`config.mk`:
```
export PLATFORM = sky130hd
export DESIGN_NAME = ss_dump_streamer_flat
export DESIGN_NICKNAME = d
export VERILOG_FILES = /design/src/rtl/ss_dump_streamer_pkg.sv /design/src/rtl/ss_dump_streamer_if.sv /design/src/rtl/ss_byte_fifo.sv /design/src/rtl/ss_dump_streamer.sv /design/src/flat_wrapper.sv
export SDC_FILE = /design/constraint.sdc
export NUM_CORES = 1
export LEC_CHECK = 0
export CORE_ASPECT_RATIO = 0.75
export CORE_MARGIN = 3
export CORE_UTILIZATION = 35
export CTS_CLUSTER_DIAMETER = 150
export DETAILED_ROUTE_END_ITERATION = 12
export GPL_ROUTABILITY_DRIVEN = 0
export GPL_TIMING_DRIVEN = 0
export PLACE_DENSITY_LB_ADDON = 0.25
export SETUP_SLACK_MARGIN = 0.4
export SLEW_MARGIN = 30
export SYNTH_ARGS = -nofsm -noshare
export SYNTH_HDL_FRONTEND = slang
export SYNTH_SLANG_ARGS = --single-unit
```
`constraint.sdc`:
```
create_clock -name clk -period 3.4 [get_ports clk]
set_input_delay 0.68 -clock clk [delete_from_list [all_inputs] [get_ports clk]]
set_output_delay 0.68 -clock clk [all_outputs]
set_load 0.02 [all_outputs]
```
`src/rtl/ss_dump_streamer_pkg.sv`:
```
`default_nettype none
// ============================================================================
// Package    : ss_dump_streamer_pkg
// Description: Shared save-state space constants, FSM state type and the
//              transfer-length clamp used by the dump streamer.
// Revision   : 1.0 - initial release
// ============================================================================
package ss_dump_streamer_pkg;

  localparam int SS_AW   = 11;    // save-state address width
  localparam int SS_SIZE = 2048;  // bytes in the save-state space
  localparam int SS_LENW = 12;    // length/counter width, holds SS_SIZE exactly
  localparam int SS_DW   = 8;     // byte stream width
  localparam int SS_SUMW = 16;    // checksum width

  typedef enum logic [1:0] {
    ST_IDLE  = 2'd0,
    ST_RUN   = 2'd1,
    ST_DRAIN = 2'd2
  } ss_state_t;

  // Requests longer than the whole space are trimmed to one full pass.
  function automatic logic [SS_LENW-1:0] clamp_len(input logic [SS_LENW-1:0] len);
    return (len > SS_LENW'(SS_SIZE)) ? SS_LENW'(SS_SIZE) : len;
  endfunction

endpackage
`default_nettype wire

```
`src/rtl/ss_dump_streamer_if.sv`:
```
`default_nettype none
// ============================================================================
// Interface  : ss_dump_streamer_if
// Description: Save-state read port plus the valid/ready byte stream towards
//              the host link. master = streamer side, slave = memory/host side.
// Revision   : 1.0 - initial release
// ============================================================================
interface ss_dump_streamer_if;
  import ss_dump_streamer_pkg::*;

  logic [SS_AW-1:0] rd_addr;
  logic             rd_req;
  logic [SS_DW-1:0] rd_data;
  logic [SS_DW-1:0] tx_data;
  logic             tx_valid;
  logic             tx_ready;

  modport master (
    output rd_addr, rd_req, tx_data, tx_valid,
    input  rd_data, tx_ready
  );

  modport slave (
    input  rd_addr, rd_req, tx_data, tx_valid,
    output rd_data, tx_ready
  );

endinterface
`default_nettype wire

```
`src/rtl/ss_byte_fifo.sv`:
```
`default_nettype none
// ============================================================================
// Module     : ss_byte_fifo
// Description: Synchronous byte FIFO with flush and occupancy count. DEPTH
//              must be a power of two so the pointers wrap naturally.
// Revision   : 1.0 - initial release
// ============================================================================
module ss_byte_fifo
  import ss_dump_streamer_pkg::*;
#(
  parameter int DEPTH = 4
) (
  input  wire logic                     clk,
  input  wire logic                     sys_rst,
  input  wire logic                     i_push,
  input  wire logic                     i_pop,
  input  wire logic                     i_flush,
  input  wire logic [SS_DW-1:0]         i_din,
  output logic      [SS_DW-1:0]         o_dout,
  output logic                          o_empty,
  output logic                          o_full,
  output logic      [$clog2(DEPTH):0]   o_count
);

  localparam int AW = $clog2(DEPTH);
  localparam int CW = AW + 1;

  logic [SS_DW-1:0] r_mem [DEPTH];
  logic [AW-1:0]    r_wr_ptr;
  logic [AW-1:0]    r_rd_ptr;
  logic [CW-1:0]    r_count;
  logic             w_do_push;
  logic             w_do_pop;

  assign o_empty   = (r_count == '0);
  assign o_full    = (r_count == CW'(DEPTH));
  assign o_dout    = r_mem[r_rd_ptr];
  assign o_count   = r_count;
  assign w_do_pop  = i_pop && !o_empty;
  assign w_do_push = i_push && (!o_full || w_do_pop);

  // Pointer and occupancy tracking; a flush empties the FIFO in one cycle.
  always_ff @(posedge clk or posedge sys_rst) begin
    if (sys_rst) begin
      r_wr_ptr <= '0;
      r_rd_ptr <= '0;
      r_count  <= '0;
    end else if (i_flush) begin
      r_wr_ptr <= '0;
      r_rd_ptr <= '0;
      r_count  <= '0;
    end else begin
      if (w_do_push) r_wr_ptr <= r_wr_ptr + AW'(1);
      if (w_do_pop)  r_rd_ptr <= r_rd_ptr + AW'(1);
      case ({w_do_push, w_do_pop})
        2'b10:   r_count <= r_count + CW'(1);
        2'b01:   r_count <= r_count - CW'(1);
        default: r_count <= r_count;
      endcase
    end
  end

  // Storage array; contents need no reset since occupancy gates visibility.
  always_ff @(posedge clk) begin
    if (w_do_push && !i_flush) r_mem[r_wr_ptr] <= i_din;
  end

endmodule
`default_nettype wire

```
`src/rtl/ss_dump_streamer.sv`:
```
`default_nettype none
// ============================================================================
// Module     : ss_dump_streamer
// Description: Streams a window of the 2 KB save-state space out as a byte
//              stream. Reads are issued only against guaranteed FIFO space
//              (free slots minus reads still in flight), so the buffer can
//              never overflow. Keeps a 16-bit sum of accepted bytes.
// Revision   : 1.0 - initial release
// ============================================================================
module ss_dump_streamer
  import ss_dump_streamer_pkg::*;
#(
  parameter int RD_LAT     = 1,
  parameter int FIFO_DEPTH = 4
) (
  input  wire logic                clk,
  input  wire logic                sys_rst,
  input  wire logic                i_start,
  input  wire logic                i_abort,
  input  wire logic [SS_AW-1:0]    i_base_addr,
  input  wire logic [SS_LENW-1:0]  i_len,
  ss_dump_streamer_if.master       bus,
  output logic                     o_busy,
  output logic                     o_done,
  output logic                     o_aborted,
  output logic      [SS_SUMW-1:0]  o_sum
);

  localparam int CW = $clog2(FIFO_DEPTH) + 1;

  ss_state_t          r_state;
  ss_state_t          w_state_nxt;
  logic [SS_AW-1:0]   r_addr;
  logic [SS_LENW-1:0] r_len;
  logic [SS_LENW-1:0] r_issued;
  logic [SS_LENW-1:0] r_accepted;
  logic [SS_SUMW-1:0] r_sum;
  logic [RD_LAT-1:0]  r_tag;
  logic               r_zero_done;
  logic               r_aborted;

  logic [SS_LENW-1:0] w_len_c;
  logic [SS_LENW-1:0] w_issued_inc;
  logic [CW-1:0]      w_count;
  logic [CW-1:0]      w_free;
  logic [CW-1:0]      w_inflight;
  logic [SS_DW-1:0]   w_dout;
  logic               w_empty;
  logic               w_full;
  logic               w_busy;
  logic               w_start_ok;
  logic               w_abort;
  logic               w_accept;
  logic               w_rd_req;
  logic               w_push;
  logic               w_last_acc;

  assign w_len_c      = clamp_len(i_len);
  assign w_busy       = (r_state != ST_IDLE);
  assign w_start_ok   = i_start && !w_busy;
  assign w_abort      = i_abort && w_busy;
  assign w_accept     = !w_empty && bus.tx_ready;
  assign w_free       = CW'(FIFO_DEPTH) - w_count;
  assign w_issued_inc = r_issued + SS_LENW'(1);
  assign w_rd_req     = (r_state == ST_RUN) && (r_issued < r_len) &&
                        (w_free > w_inflight) && !w_full;
  assign w_push       = r_tag[RD_LAT-1] && !w_abort;
  assign w_last_acc   = w_accept && (r_accepted == (r_len - SS_LENW'(1)));

  assign bus.rd_addr  = r_addr;
  assign bus.rd_req   = w_rd_req;
  assign bus.tx_data  = w_dout;
  assign bus.tx_valid = !w_empty;
  assign o_busy       = w_busy;
  assign o_aborted    = r_aborted;
  assign o_sum        = r_sum;

  // Count read tags still travelling through the latency pipe.
  always_comb begin
    w_inflight = '0;
    for (int i = 0; i < RD_LAT; i++) w_inflight = w_inflight + CW'(r_tag[i]);
  end

  // FSM state register.
  always_ff @(posedge clk or posedge sys_rst) begin
    if (sys_rst) r_state <= ST_IDLE;
    else         r_state <= w_state_nxt;
  end

  // FSM next state; done fires in the same cycle the last byte is accepted.
  always_comb begin
    w_state_nxt = r_state;
    o_done      = r_zero_done;
    case (r_state)
      ST_IDLE: begin
        if (i_start && (w_len_c != '0)) w_state_nxt = ST_RUN;
      end
      ST_RUN: begin
        if (w_abort)                                     w_state_nxt = ST_IDLE;
        else if (w_rd_req && (w_issued_inc == r_len))    w_state_nxt = ST_DRAIN;
      end
      ST_DRAIN: begin
        if (w_abort) begin
          w_state_nxt = ST_IDLE;
        end else if (w_last_acc) begin
          w_state_nxt = ST_IDLE;
          o_done      = 1'b1;
        end
      end
      default: w_state_nxt = ST_IDLE;
    endcase
  end

  // Address/issue/accept counters, checksum and the registered pulses.
  always_ff @(posedge clk or posedge sys_rst) begin
    if (sys_rst) begin
      r_addr      <= '0;
      r_len       <= '0;
      r_issued    <= '0;
      r_accepted  <= '0;
      r_sum       <= '0;
      r_zero_done <= 1'b0;
      r_aborted   <= 1'b0;
    end else begin
      r_zero_done <= w_start_ok && (w_len_c == '0);
      r_aborted   <= w_abort;
      if (w_start_ok) begin
        r_addr     <= i_base_addr;
        r_len      <= w_len_c;
        r_issued   <= '0;
        r_accepted <= '0;
        r_sum      <= '0;
      end else begin
        if (w_rd_req) begin
          r_addr   <= r_addr + SS_AW'(1);
          r_issued <= w_issued_inc;
        end
        if (w_accept) begin
          r_accepted <= r_accepted + SS_LENW'(1);
          r_sum      <= r_sum + SS_SUMW'(w_dout);
        end
      end
    end
  end

  generate
    if (RD_LAT == 1) begin : g_lat1
      // Single-stage tag pipe; an abort discards the read in flight.
      always_ff @(posedge clk or posedge sys_rst) begin
        if (sys_rst)      r_tag <= '0;
        else if (w_abort) r_tag <= '0;
        else              r_tag <= w_rd_req;
      end
    end else begin : g_latn
      // Multi-stage tag pipe; an abort discards every read in flight.
      always_ff @(posedge clk or posedge sys_rst) begin
        if (sys_rst)      r_tag <= '0;
        else if (w_abort) r_tag <= '0;
        else              r_tag <= {r_tag[RD_LAT-2:0], w_rd_req};
      end
    end
  endgenerate

  ss_byte_fifo #(
    .DEPTH (FIFO_DEPTH)
  ) u_fifo (
    .clk     (clk),
    .sys_rst (sys_rst),
    .i_push  (w_push),
    .i_pop   (w_accept),
    .i_flush (w_abort),
    .i_din   (bus.rd_data),
    .o_dout  (w_dout),
    .o_empty (w_empty),
    .o_full  (w_full),
    .o_count (w_count)
  );

endmodule
`default_nettype wire

```
`src/flat_wrapper.sv`:
```
// flat-port wrapper written by rule: the top's interface ports become plain ports
module ss_dump_streamer_flat import ss_dump_streamer_pkg::*;
#(
  parameter int RD_LAT     = 1,
  parameter int FIFO_DEPTH = 4
)
  (clk, sys_rst, i_start, i_abort, i_base_addr, i_len, o_busy, o_done, o_aborted, o_sum, bus_rd_addr, bus_rd_req, bus_tx_data, bus_tx_valid, bus_rd_data, bus_tx_ready);
  ss_dump_streamer_if bus_i ();
  input  wire logic clk;
  input  wire logic sys_rst;
  input  wire logic i_start;
  input  wire logic i_abort;
  input  wire logic [SS_AW-1:0] i_base_addr;
  input  wire logic [SS_LENW-1:0] i_len;
  output logic o_busy;
  output logic o_done;
  output logic o_aborted;
  output logic      [SS_SUMW-1:0] o_sum;
  output wire logic [$bits(bus_i.rd_addr)-1:0] bus_rd_addr;
  output wire logic [$bits(bus_i.rd_req)-1:0] bus_rd_req;
  output wire logic [$bits(bus_i.tx_data)-1:0] bus_tx_data;
  output wire logic [$bits(bus_i.tx_valid)-1:0] bus_tx_valid;
  input wire logic [$bits(bus_i.rd_data)-1:0] bus_rd_data;
  input wire logic [$bits(bus_i.tx_ready)-1:0] bus_tx_ready;
  assign bus_rd_addr = bus_i.rd_addr;
  assign bus_rd_req = bus_i.rd_req;
  assign bus_tx_data = bus_i.tx_data;
  assign bus_tx_valid = bus_i.tx_valid;
  assign bus_i.rd_data = bus_rd_data;
  assign bus_i.tx_ready = bus_tx_ready;
  ss_dump_streamer #(.RD_LAT(RD_LAT), .FIFO_DEPTH(FIFO_DEPTH)) u_core (.clk(clk), .sys_rst(sys_rst), .i_start(i_start), .i_abort(i_abort), .i_base_addr(i_base_addr), .i_len(i_len), .bus(bus_i), .o_busy(o_busy), .o_done(o_done), .o_aborted(o_aborted), .o_sum(o_sum));
endmodule
```
==> impl_metrics.py <==
metrics = {
    "timing": {
        "setup_slack_ps": 334,
        "worst_slew_pin_slew_ps": 641,
        "finalMaxSlewViolations": 0,
        "post-route-period-util_pct": 90.2,
        "min_period_ps": 3070,
        "fin_skew_ps": 12.3,
        "max_freq_ghz": 0.326,
        "finalHoldViolCount": 0,
        "hold_ws_ps": 555,
        "rsz0062_at_grt": "true",
        "setup_viol": 0,
        "maxSlewHeadroom_pct": 57.3,
    },
    "global_routing": {
        "grt_pass1_vias": 4691,
        "grt_usage_pct": 16.9,
        "grt-ovfl-total": 0,
        "grt_pass1_wl_mm": 25.0,
        "grt_use_met3_pct": 3.94,
        "use_met2_pct": 23.6,
        "grt_busiest_layer": "met1",
        "antenna_found_initial": 0,
        "grt_max_degree": 45,
        "use_met1_pct": 26.0,
    },
    "synthesis": {
        "synth_compound_area_share_pct": 12.4,
        "synth_cell_types": 71,
        "postSynth.asyncResetShare_pct": 70.1,
        "syn_area_um2": 6090,
        "synth_edf_count": 32,
        "synth_top_cell_by_area": "dfrtp_1",
        "ys_warn_count": 0,
        "synth_cells": 592,
        "ys_seq_elements": 107,
        "yosysSeqAreaShare_pct": 46.6,
        "yosys-top-cells-area": "dfrtp_1 (31%), edfxtp_1 (16%), ha_1 (6.6%), xnor2_1 (4.9%), nand2_1 (3.8%)",
        "synth.avg_cell_area_um2": 10.3,
        "synth_mux_area_share_pct": 4.33,
        "synth-simple-area-share_pct": 17.6,
        "yosys.area_share.adder_pct": 7.23,
        "synth_nets": 662,
        "yosysTopAreaCellShare_pct": 30.8,
        "synthXorXnorAreaFrac_pct": 8.32,
        "synth_top_family_by_area": "simple AND/OR/NAND/NOR gates",
        "synth_ff_type": "dfrtp_1",
    },
    "routing": {
        "vias": 4862,
        "ant_nets": 0,
        "drcViolationCount": 0,
        "post_drt_wl_per_cell_um": 17.2,
        "drt_wl_total_mm": 15.9,
        "dr.pass1.iters": 5,
        "drt_iter0_markers": 277,
        "viasPerCell": 5.24,
    },
    "worst_setup_path": {
        "rr_startpoint": "u_core.u_fifo.r_rd_ptr[0]",
        "crit_path_end_kind": "primary output",
        "path_max_fanout": 6,
        "crit_path_start_kind": "register",
        "critical_path_arrival_ps": 2390,
        "worstSetupStartpoint": "u_core.r_len[3]",
        "critical_path_class": "register to primary output",
        "required_ps": 2720,
    },
    "run_status": {
        "status": "complete, no violations",
    },
    "cts": {
        "ctsHtreeMaxLevel": 3,
        "numCtsBuffers": 9,
        "cts-hold-fix-buffers": 0,
        "insertion_delay_ps": 370,
        "path_clk_slew_ps": 70,
        "cts_tree": "yes",
        "cts.sink_count": 107,
        "cts-root-buf": "clkbuf_16",
        "cts_buffer_depth": 2,
    },
    "place": {
        "pre_cts_slack_ps": -433,
        "portBuffers": 75,
        "dp_hpwl_mm": 11.2,
    },
    "finish": {
        "nets": 777,
        "area_delta_synth_final_pct": 30.1,
        "final_core_util_pct": 46.8,
        "num_antenna_cells": 0,
        "drive_gt1_share_pct": 18.7,
    },
    "die": {
        "core_um2": 16900,
        "die_width_um": 158,
        "num_io_pins": 76,
        "start_util_pct": 36.0,
        "die-area_um2": 19000,
        "rows": 41,
        "die_h_um": 120,
    },
    "pwr": {
        "leakagePower_nw": 3.19,
        "power_density_nw_per_um2": 749,
        "ir_drop_uv": 276,
    },
    "hold_path": {
        "min_from": "u_core.o_sum[5]",
        "hp-class": "register to register",
    },
    "run": {
        "max_cap_violations": 0,
    },
}
power breakdown:
group / total, mW / internal [mW] / switching (mW)
Combinational: 3.06 / 1.42 / 1.63
Sequential: 1.82 / 1.56 / 0.258
Clock: 1.05 / 0.517 / 0.535
critical path, stage by stage (launching register included):
cell and delay [ps]:
dfrtp_1 380, buf_6 140, nor3_4 220, buf_6 140
and4_4 250, o21ai_2 60, a21boi_2 160, a22oi_2 210
nor4_2 60, a31o_1 270, buf_6 140
state kept, by name (all words and copies together), names as in the netlist:
name,count
u_core.u_fifo.r_wr_ptr,2
u_core.r_accepted,12
u_core.r_state,2
u_core.bus.rd_addr,11
u_core.r_issued,12
u_core.u_fifo.r_rd_ptr,2
u_core.r_len,12
u_core.r_tag,1
u_core.u_fifo.o_count,3
u_core.r_zero_done,1
u_core.u_fifo.r_mem,32
u_core.o_aborted,1
u_core.o_sum,16
area by class of cell:
| cell class | instances | area, µm² |
|---|---|---|
| multi-input cells | 434 | 3270 |
| well taps | 215 | 269 |
| clock buffers | 9 | 225 |
| repair buffers | 104 | 987 |
| fillers | 1582 | 9010 |
| inverters | 27 | 106 |
| flip-flops and latches | 107 | 2850 |
| plain buffers | 24 | 149 |
| clock inverters | 7 | 67.6 |
logic make-up after synthesis:
| group | after synthesis |
|---|---|
| flops | 107 |
| mux | 16 |
| compound gates | 114 |
| fa+ha+maj | 34 |
| simple gates | 213 |
| buf+inv | 51 |
| xor+xnor | 57 |
metrics by stage:
step                      std cells  total power, mW  cell area (µm²)  TNS [ps]
after CTS                       915             5.75             7730         0
after floorplan                 592             3.55             6110         0
after detailed placement        883             4.42             7160      -519
after global placement          882             4.35             7130    -44830
final                           927             5.93             7920         0
after global routing            927             6.31             7920         0
metal layers:
| metal | up-vias | part of all wire, % |
|---|---|---|
| li1 | 2343 | - |
| met1 | 2387 | 50 |
| met2 | 111 | 43 |
| met3 | 21 | 5.1 |
| met4 | 0 | 1.7 |
| met5 | - | 0 |
cells in the final DEF (no fill, tap or decap), drive strengths merged, types with 5 or more instances in the layout:
cell type,synthesis,layout
a21o,5,5
a21oi,35,35
a31oi,5,5
and2,6,6
and3,8,8
buf,10,42
clkbuf,14,22
clkdlybuf4s50,0,73
dfrtp,75,75
edfxtp,32,32
ha,32,32
inv,27,31
mux2i,5,5
mux4,8,8
nand2,62,62
nand3,20,20
nand4,13,13
nor2,50,50
nor2b,5,5
nor3,17,17
nor4,5,5
o211ai,6,6
o21ai,31,31
or3,8,8
xnor2,34,34
xor2,23,23
Yosys cell counts (5+ instances only):
cell type  count
a21o_1         5
a21oi_1       35
a31oi_1        5
and2_1         6
and3_1         7
clkbuf_1      13
dfrtp_1       75
edfxtp_1      32
ha_1          32
inv_1         26
mux2i_1        5
mux4_2         8
nand2_1       61
nand3_1       19
nand4_1       12
nor2_1        49
nor2b_1        5
nor3_1        14
nor4_1         5
o211ai_1       6
o21ai_0       28
or3_1          8
xnor2_1       34
xor2_1        22
final timing paths:
kind | endpoint | cells past startpoint | slack (ps)
max | o_done | 10 | 330
min | u_core.o_sum[5] | 2 | 560
max reg2reg | u_core.o_sum[12] | 11 | 490
min reg2reg | u_core.o_sum[5] | 2 | 560
max in group asynchronous | u_core.o_sum[15] | 3 | 2040
min in group asynchronous | u_core.o_aborted | 2 | 730
timing repair:
item / CTS / global route
buffers inserted: 16 / 12
pin swaps: 14 / 17
gates cloned: 0 / 0
endpoints found under the setup margin: 10 / 9
gates resized for setup: 50 / 24
Note: power is estimated with default switching activity, not from simulation.
